### src/rtl/reg_dump_scanner_pkg.sv
// Shared definitions for the register-dump scanner: default geometry, the
// settle counter width and the scanner FSM state encoding.
// No logic, no ports.
package reg_dump_scanner_pkg;

  localparam int NREGS_DEF  = 16;
  localparam int IDX_W_DEF  = 4;
  localparam int DATA_W_DEF = 16;
  localparam int SETTLE_DEF = 1;
  // SETTLE ranges 0..15
  localparam int CNT_W      = 4;

  typedef enum logic [1:0] {
    ST_IDLE = 2'd0,
    ST_WAIT = 2'd1,
    ST_SEND = 2'd2,
    ST_DONE = 2'd3
  } scan_state_t;

endpackage

### src/rtl/reg_dump_scanner_settle_timer.sv
// Purpose: loadable down-counter that spaces register-file reads; flags zero.
// Latency: load/decrement take effect on the next rising edge; o_zero is combinational from the count.
// Backpressure: none; the caller decides when to load or decrement.
// Ports: i_clk, i_reset (async active-low), i_load/i_load_val (load has priority),
//        i_dec (decrement by one), o_zero (count is zero).
module reg_dump_scanner_settle_timer
  import reg_dump_scanner_pkg::*;
#(
  parameter int CW = CNT_W
) (
  input  logic          i_clk,
  input  logic          i_reset,
  input  logic          i_load,
  input  logic [CW-1:0] i_load_val,
  input  logic          i_dec,
  output logic          o_zero
);

  logic [CW-1:0] r_cnt;

  always_ff @(posedge i_clk or negedge i_reset) begin
    if (!i_reset) begin
      r_cnt <= '0;
    end else if (i_load) begin
      r_cnt <= i_load_val;
    end else if (i_dec && (r_cnt != '0)) begin
      r_cnt <= r_cnt - 1'b1;
    end
  end

  assign o_zero = (r_cnt == '0);

endmodule

### src/rtl/reg_dump_scanner.sv
// Purpose: drives the register file debug index and streams (index, data) beats, sweep or single.
// Latency: first beat valid SETTLE+1 edges after start accept; SETTLE+2 cycles per beat at full rate.
// Backpressure: o_dump_valid held with stable idx/data (and o_inr) until i_dump_ready; i_enable=0 freezes all.
// Ports: i_clk, i_reset (async active-low), i_enable, i_start, i_mode, i_sel_idx,
//        o_inr/i_outvalue (register file read port), o_dump_valid/i_dump_ready/o_dump_idx/o_dump_data,
//        o_busy, o_done.
module reg_dump_scanner
  import reg_dump_scanner_pkg::*;
#(
  parameter int NREGS  = NREGS_DEF,
  parameter int IDX_W  = IDX_W_DEF,
  parameter int DATA_W = DATA_W_DEF,
  parameter int SETTLE = SETTLE_DEF
) (
  input  logic              i_clk,
  input  logic              i_reset,
  input  logic              i_enable,
  input  logic              i_start,
  input  logic              i_mode,
  input  logic [IDX_W-1:0]  i_sel_idx,
  output logic [IDX_W-1:0]  o_inr,
  input  logic [DATA_W-1:0] i_outvalue,
  output logic              o_dump_valid,
  input  logic              i_dump_ready,
  output logic [IDX_W-1:0]  o_dump_idx,
  output logic [DATA_W-1:0] o_dump_data,
  output logic              o_busy,
  output logic              o_done
);

  localparam logic [IDX_W-1:0] LAST_IDX = IDX_W'(NREGS - 1);
  localparam logic [CNT_W-1:0] SETTLE_V = CNT_W'(SETTLE);

  scan_state_t       r_state;
  scan_state_t       w_nxt;
  logic [IDX_W-1:0]  r_inr;
  logic              r_single;
  logic              r_dump_valid;
  logic [IDX_W-1:0]  r_dump_idx;
  logic [DATA_W-1:0] r_dump_data;
  logic              r_busy;

  logic w_accept;
  logic w_load;
  logic w_dec;
  logic w_capture;
  logic w_beat_done;
  logic w_advance;
  logic w_finish;
  logic w_cnt_zero;

  reg_dump_scanner_settle_timer #(.CW(CNT_W)) u_settle (
    .i_clk      (i_clk),
    .i_reset    (i_reset),
    .i_load     (w_load),
    .i_load_val (SETTLE_V),
    .i_dec      (w_dec),
    .o_zero     (w_cnt_zero)
  );

  always_ff @(posedge i_clk or negedge i_reset) begin
    if (!i_reset) begin
      r_state <= ST_IDLE;
    end else begin
      r_state <= w_nxt;
    end
  end

  // Every strobe is qualified by i_enable here, so a frozen cycle leaves
  // the state, the counter and every output register untouched.
  always_comb begin
    w_nxt       = r_state;
    w_accept    = 1'b0;
    w_load      = 1'b0;
    w_dec       = 1'b0;
    w_capture   = 1'b0;
    w_beat_done = 1'b0;
    w_advance   = 1'b0;
    w_finish    = 1'b0;
    if (i_enable) begin
      case (r_state)
        ST_IDLE: begin
          if (i_start) begin
            w_accept = 1'b1;
            w_load   = 1'b1;
            w_nxt    = ST_WAIT;
          end
        end
        ST_WAIT: begin
          if (!w_cnt_zero) begin
            w_dec = 1'b1;
          end else begin
            w_capture = 1'b1;
            w_nxt     = ST_SEND;
          end
        end
        ST_SEND: begin
          if (r_dump_valid && i_dump_ready) begin
            w_beat_done = 1'b1;
            // Comparing against the last index rather than wrapping keeps
            // the sweep from ever running past r(NREGS-1).
            if (r_single || (r_inr == LAST_IDX)) begin
              w_nxt = ST_DONE;
            end else begin
              w_advance = 1'b1;
              w_load    = 1'b1;
              w_nxt     = ST_WAIT;
            end
          end
        end
        ST_DONE: begin
          w_finish = 1'b1;
          w_nxt    = ST_IDLE;
        end
        default: w_nxt = ST_IDLE;
      endcase
    end
  end

  always_ff @(posedge i_clk or negedge i_reset) begin
    if (!i_reset) begin
      r_inr        <= '0;
      r_single     <= 1'b0;
      r_dump_valid <= 1'b0;
      r_dump_idx   <= '0;
      r_dump_data  <= '0;
      r_busy       <= 1'b0;
    end else begin
      if (w_accept) begin
        r_inr    <= i_mode ? i_sel_idx : '0;
        r_single <= i_mode;
        r_busy   <= 1'b1;
      end
      if (w_capture) begin
        r_dump_data  <= i_outvalue;
        r_dump_idx   <= r_inr;
        r_dump_valid <= 1'b1;
      end
      if (w_beat_done) begin
        r_dump_valid <= 1'b0;
      end
      if (w_advance) begin
        r_inr <= r_inr + 1'b1;
      end
      if (w_finish) begin
        r_busy <= 1'b0;
      end
    end
  end

  assign o_inr        = r_inr;
  assign o_dump_valid = r_dump_valid;
  assign o_dump_idx   = r_dump_idx;
  assign o_dump_data  = r_dump_data;
  assign o_busy       = r_busy;
  // Pulses in the single cycle the FSM actually executes DONE.
  assign o_done       = w_finish;

endmodule

### config.mk
export PLATFORM = sky130hd
export DESIGN_NAME = reg_dump_scanner
export DESIGN_NICKNAME = d
export VERILOG_FILES = /design/src/rtl/reg_dump_scanner_pkg.sv /design/src/rtl/reg_dump_scanner_settle_timer.sv /design/src/rtl/reg_dump_scanner.sv
export SDC_FILE = /design/constraint.sdc
export NUM_CORES = 1
export LEC_CHECK = 0
export ABC_CLOCK_PERIOD_IN_PS = 1700
export BUFFER_PORTS_ARGS = -buffer_cell sky130_fd_sc_hd__clkbuf_2
export CAP_MARGIN = 15
export CORE_MARGIN = 1
export CORE_UTILIZATION = 30
export DETAILED_ROUTE_END_ITERATION = 10
export GPL_ROUTABILITY_DRIVEN = 0
export MAX_ROUTING_LAYER = met4
export PLACE_DENSITY = 0.53
export SLEW_MARGIN = 20
export SYNTH_ARGS = -nofsm -noshare
export SYNTH_HDL_FRONTEND = slang
export SYNTH_SLANG_ARGS = --single-unit
### constraint.sdc
create_clock -name i_clk -period 1.7 [get_ports i_clk]
set_input_delay 0.17 -clock i_clk [delete_from_list [all_inputs] [get_ports i_clk]]
set_output_delay 0.17 -clock i_clk [all_outputs]
set_load 0.02 [all_outputs]
==> reports/qor.csv <==
stage;metric;value;unit
run_status;status;finished, final reports clean;
worst_setup_path;endpoint_kind;flop;
clocking;maximum_count_of_clock_buffers_along_a_single_path;2;
clocking;clk_lat_worst_skew;0.28;ns
timing;final_min_period_over_clock_period;0.9424;
floorplanning;placeableCoreArea;0.004817;mm²
clocking;cts_tree;yes;
placement;place_inst;249;
timing;clock-skew-final;0.004930;ns
final_layout;fin_cells;259;
global_routing;maximum_number_of_pins_on_one_net_before_global_route_repair;34;
timing;timing.final.crit_period;1.602;ns
placement;placed_cell_area;0.001943;mm²
logic_synthesis;synthesis.area_per_instance;12.41;µm²
floorplanning;die_height;73.63;µm
route;final_antenna_net_count;0;
global_routing;first_global_vias;1239;
logic_synthesis;synth.net_count;153;
clocking;clk_root_buf;clkbuf_8;
global_routing;grt_use_total;0.1415;
logic_synthesis;yosysUniqueCellTypes;36;
logic_synthesis;yosys_warnings;0;
worst_hold_path;min_delay_path_depth;2;
logic_synthesis;synth_cells;124;
clocking;path_clk_slew;0.07;ns
placement;port-buffer-count;52;
final_layout;area_growth;36.26;%
worst_setup_path;crit_buf_inv;1;
floorplanning;floorplan.initialDensity;0.3195;
logic_synthesis;synth_area;0.001539;mm²
clocking;cts-buffers-inserted;5;
global_routing;grt_pass1_wl;5644;µm
final_layout;stdcell_area;0.002097;mm²
worst_setup_path;crit_arrival;1.77;ns
floorplanning;fp.dieW;73.63;µm
route;routedWlPerCell;13.28;µm
worst_setup_path;crit_path_max_incr_delay;0.42;ns
final_layout;nNetsFinal;220;
floorplanning;ioPinCount;53;
route;detail_route.drc_violations;0;
logic_synthesis;ys_seq_elements;33;
worst_hold_path;min_path_type;primary input to flop;
timing;slew_headroom;0.7197;
logic_synthesis;synth_ff_type;dfrtp_1;
timing;report.final.setup_viol;0;
clocking;numClockSinks;33;
timing;worst_slew_pin_slew;0.4205;ns
final_layout;fin_util;0.4353;
power_and_ir_drop;vdd.ir_drop.worst;0.6184;mV
final_layout;n_antenna_cell;0;
timing;fin_setup_tns;0;ns
worst_setup_path;cp_top_family;simple AND/OR/NAND/NOR gates;
route;drt_iter0_markers;82;
worst_setup_path;r2r_depth;4;
timing;maxSlewViolCount;0;
route;avgViaCountPerCell;4.911;
final_layout;drive_gt1_frac;0.5208;
power_and_ir_drop;reported_leakage_power;1.051;nW
power_and_ir_drop;power;2.690;mW
worst_setup_path;timing.critical_path.from_type;flop;
floorplanning;design.die.area;0.005421;mm²
route;via_count;1272;
power_and_ir_drop;powerDensity;1283;mW/mm²
worst_setup_path;cp_slowest_cell;dfrtp_1;
global_routing;grt_remaining_overflow;0;
route;first_pass_iters;4;
logic_synthesis;async_flop_share;1.000;
logic_synthesis;post_synth_edffs;0;
placement;dp_hpwl;2524;µm
clocking;cts.htree.levels;2;
route;routed_wl;3440;µm
job;maxCapViolCount;0;
timing;finalHoldViolCount;0;
floorplanning;fp-row-count;25;
worst_setup_path;critPathMaxFanout;20;
worst_setup_path;critPathRequiredTime;1.86;ns
timing;fmaxAchievable;624.2;MHz
global_routing;number_of_antenna_violations_at_the_first_check_in_global_routing;0;
worst_setup_path;cp.depth;4;
worst_setup_path;crit_chain;nand4bb_4 -> nor3b_4 -> buf_12 -> mux2_2;
logic_synthesis;ys_seq_area_frac;0.5366;
worst_setup_path;timing.setup.critical_path_class;flop to flop;
final_layout;layout.filler_cells;492;
cells by family (layout without fill, tap and decap cells):
group	after synthesis	in the layout	synth area share
buffers and inverters	12	80	0.03984
AO/OA/AOI/OAI	23	23	0.1008
adder cells (fa/ha/maj)	3	3	0.02439
AND/OR/NAND/NOR	31	31	0.1390
XOR/XNOR	1	1	0.005692
flip-flops	33	33	0.5366
multiplexers	21	21	0.1537
through the flow:
step | hold WS (ns) | setup slack [ns]
floorplan | -0.1256 | 0.1308
global route | 0.1088 | -0.002888
CTS | 0.1087 | 0.02197
finish | 0.1185 | 0.09800
global placement | 0.2187 | 0.08425
detailed placement | 0.2312 | 0.04041
cell usage in the layout (no fill, tap or decap), drive strengths merged, types with 2 or more instances in the layout:
cell	netlist	routed
nor3b	2	2
o31ai	2	2
nand4bb	2	2
ha	3	3
dfrtp	33	33
nand2	4	4
o311ai	3	3
nand4	4	4
or3	2	2
mux2	21	21
o21ai	5	5
buf	3	12
o211ai	2	2
nor2	2	2
nand3	7	7
clkbuf	2	59
inv	7	7
a21oi	5	5
Yosys cell counts, drive strengths merged (2+ instances only):
cell type / instances / share of area
dfrtp: 33 / 0.54
mux2: 21 / 0.15
inv: 7 / 0.017
nand3: 7 / 0.023
a21oi: 5 / 0.016
o21ai: 5 / 0.016
nand2: 4 / 0.0098
nand4: 4 / 0.016
buf: 3 / 0.018
ha: 3 / 0.024
o311ai: 3 / 0.017
clkbuf: 2 / 0.0049
nand4bb: 2 / 0.018
nor2: 2 / 0.0049
nor3b: 2 / 0.017
o211ai: 2 / 0.0098
o31ai: 2 / 0.0098
or3: 2 / 0.0081
flip-flops by register name, indices dropped and copies added, names as in the netlist:
name	cells
o_dump_data	16
o_inr	4
o_dump_valid	1
r_single	1
r_state	2
u_settle.r_cnt	4
o_dump_idx	4
o_busy	1
power by group:
group / leakage [nW] / total [mW] / internal, mW / switching (mW)
Sequential: 0.442 / 1.07 / 0.935 / 0.139
Combinational: 0.551 / 0.853 / 0.383 / 0.470
Clock: 0.0585 / 0.763 / 0.478 / 0.286
metal layers:
layer / up-vias / part of all wire / routed length (µm) / GRT usage
met4: 0 / 0.013 / 46 / 0.05128
met5: - / 0 / 0 / -
met1: 609 / 0.47 / 1628 / 0.1885
met3: 9 / 0.070 / 241 / 0.03429
met2: 51 / 0.44 / 1523 / 0.2090
li1: 603 / - / - / -
what timing repair did:
action | CTS | global route
hold endpoints to repair | 33 | 0
gates resized for setup | 0 | 4
setup buffers | 0 | 1
setup endpoints to repair | 0 | 24
hold buffers | 1 | 0
final timing paths:
| check | from | endpoint | slack, ns |
|---|---|---|---|
| worst max-delay path | u_settle.r_cnt[2] | o_dump_data[5] | 0.1 |
| worst min-delay path | i_outvalue[14] | o_dump_data[14] | 0.12 |
| worst max register to register | u_settle.r_cnt[2] | o_dump_data[5] | 0.1 |
| worst min register to register | o_dump_data[8] | o_dump_data[8] | 0.51 |
| max in group asynchronous | i_reset | r_state[0] | 0.92 |
| min in group asynchronous | i_reset | u_settle.r_cnt[2] | 0.46 |
area by class of cell:
class | instances | area [µm²] | share of cell area
Sequential cell | 33 | 827.0 | 0.3944
Multi-Input combinational cell | 79 | 670.6 | 0.3198
Timing Repair Buffer | 65 | 372.9 | 0.1778
Clock buffer | 7 | 86.33 | 0.04117
Tap cell | 67 | 83.83 | 0.03998
Clock inverter | 1 | 30.03 | 0.01432
Inverter | 7 | 26.28 | 0.01253
worst register-to-register path, cell delays in order (launching register included):
cell and delay, ns:
dfrtp_1 0.42, nand4bb_4 0.26, nor3b_4 0.25, buf_12 0.20, mux2_2 0.35
Power figures use the tool's default switching activity.
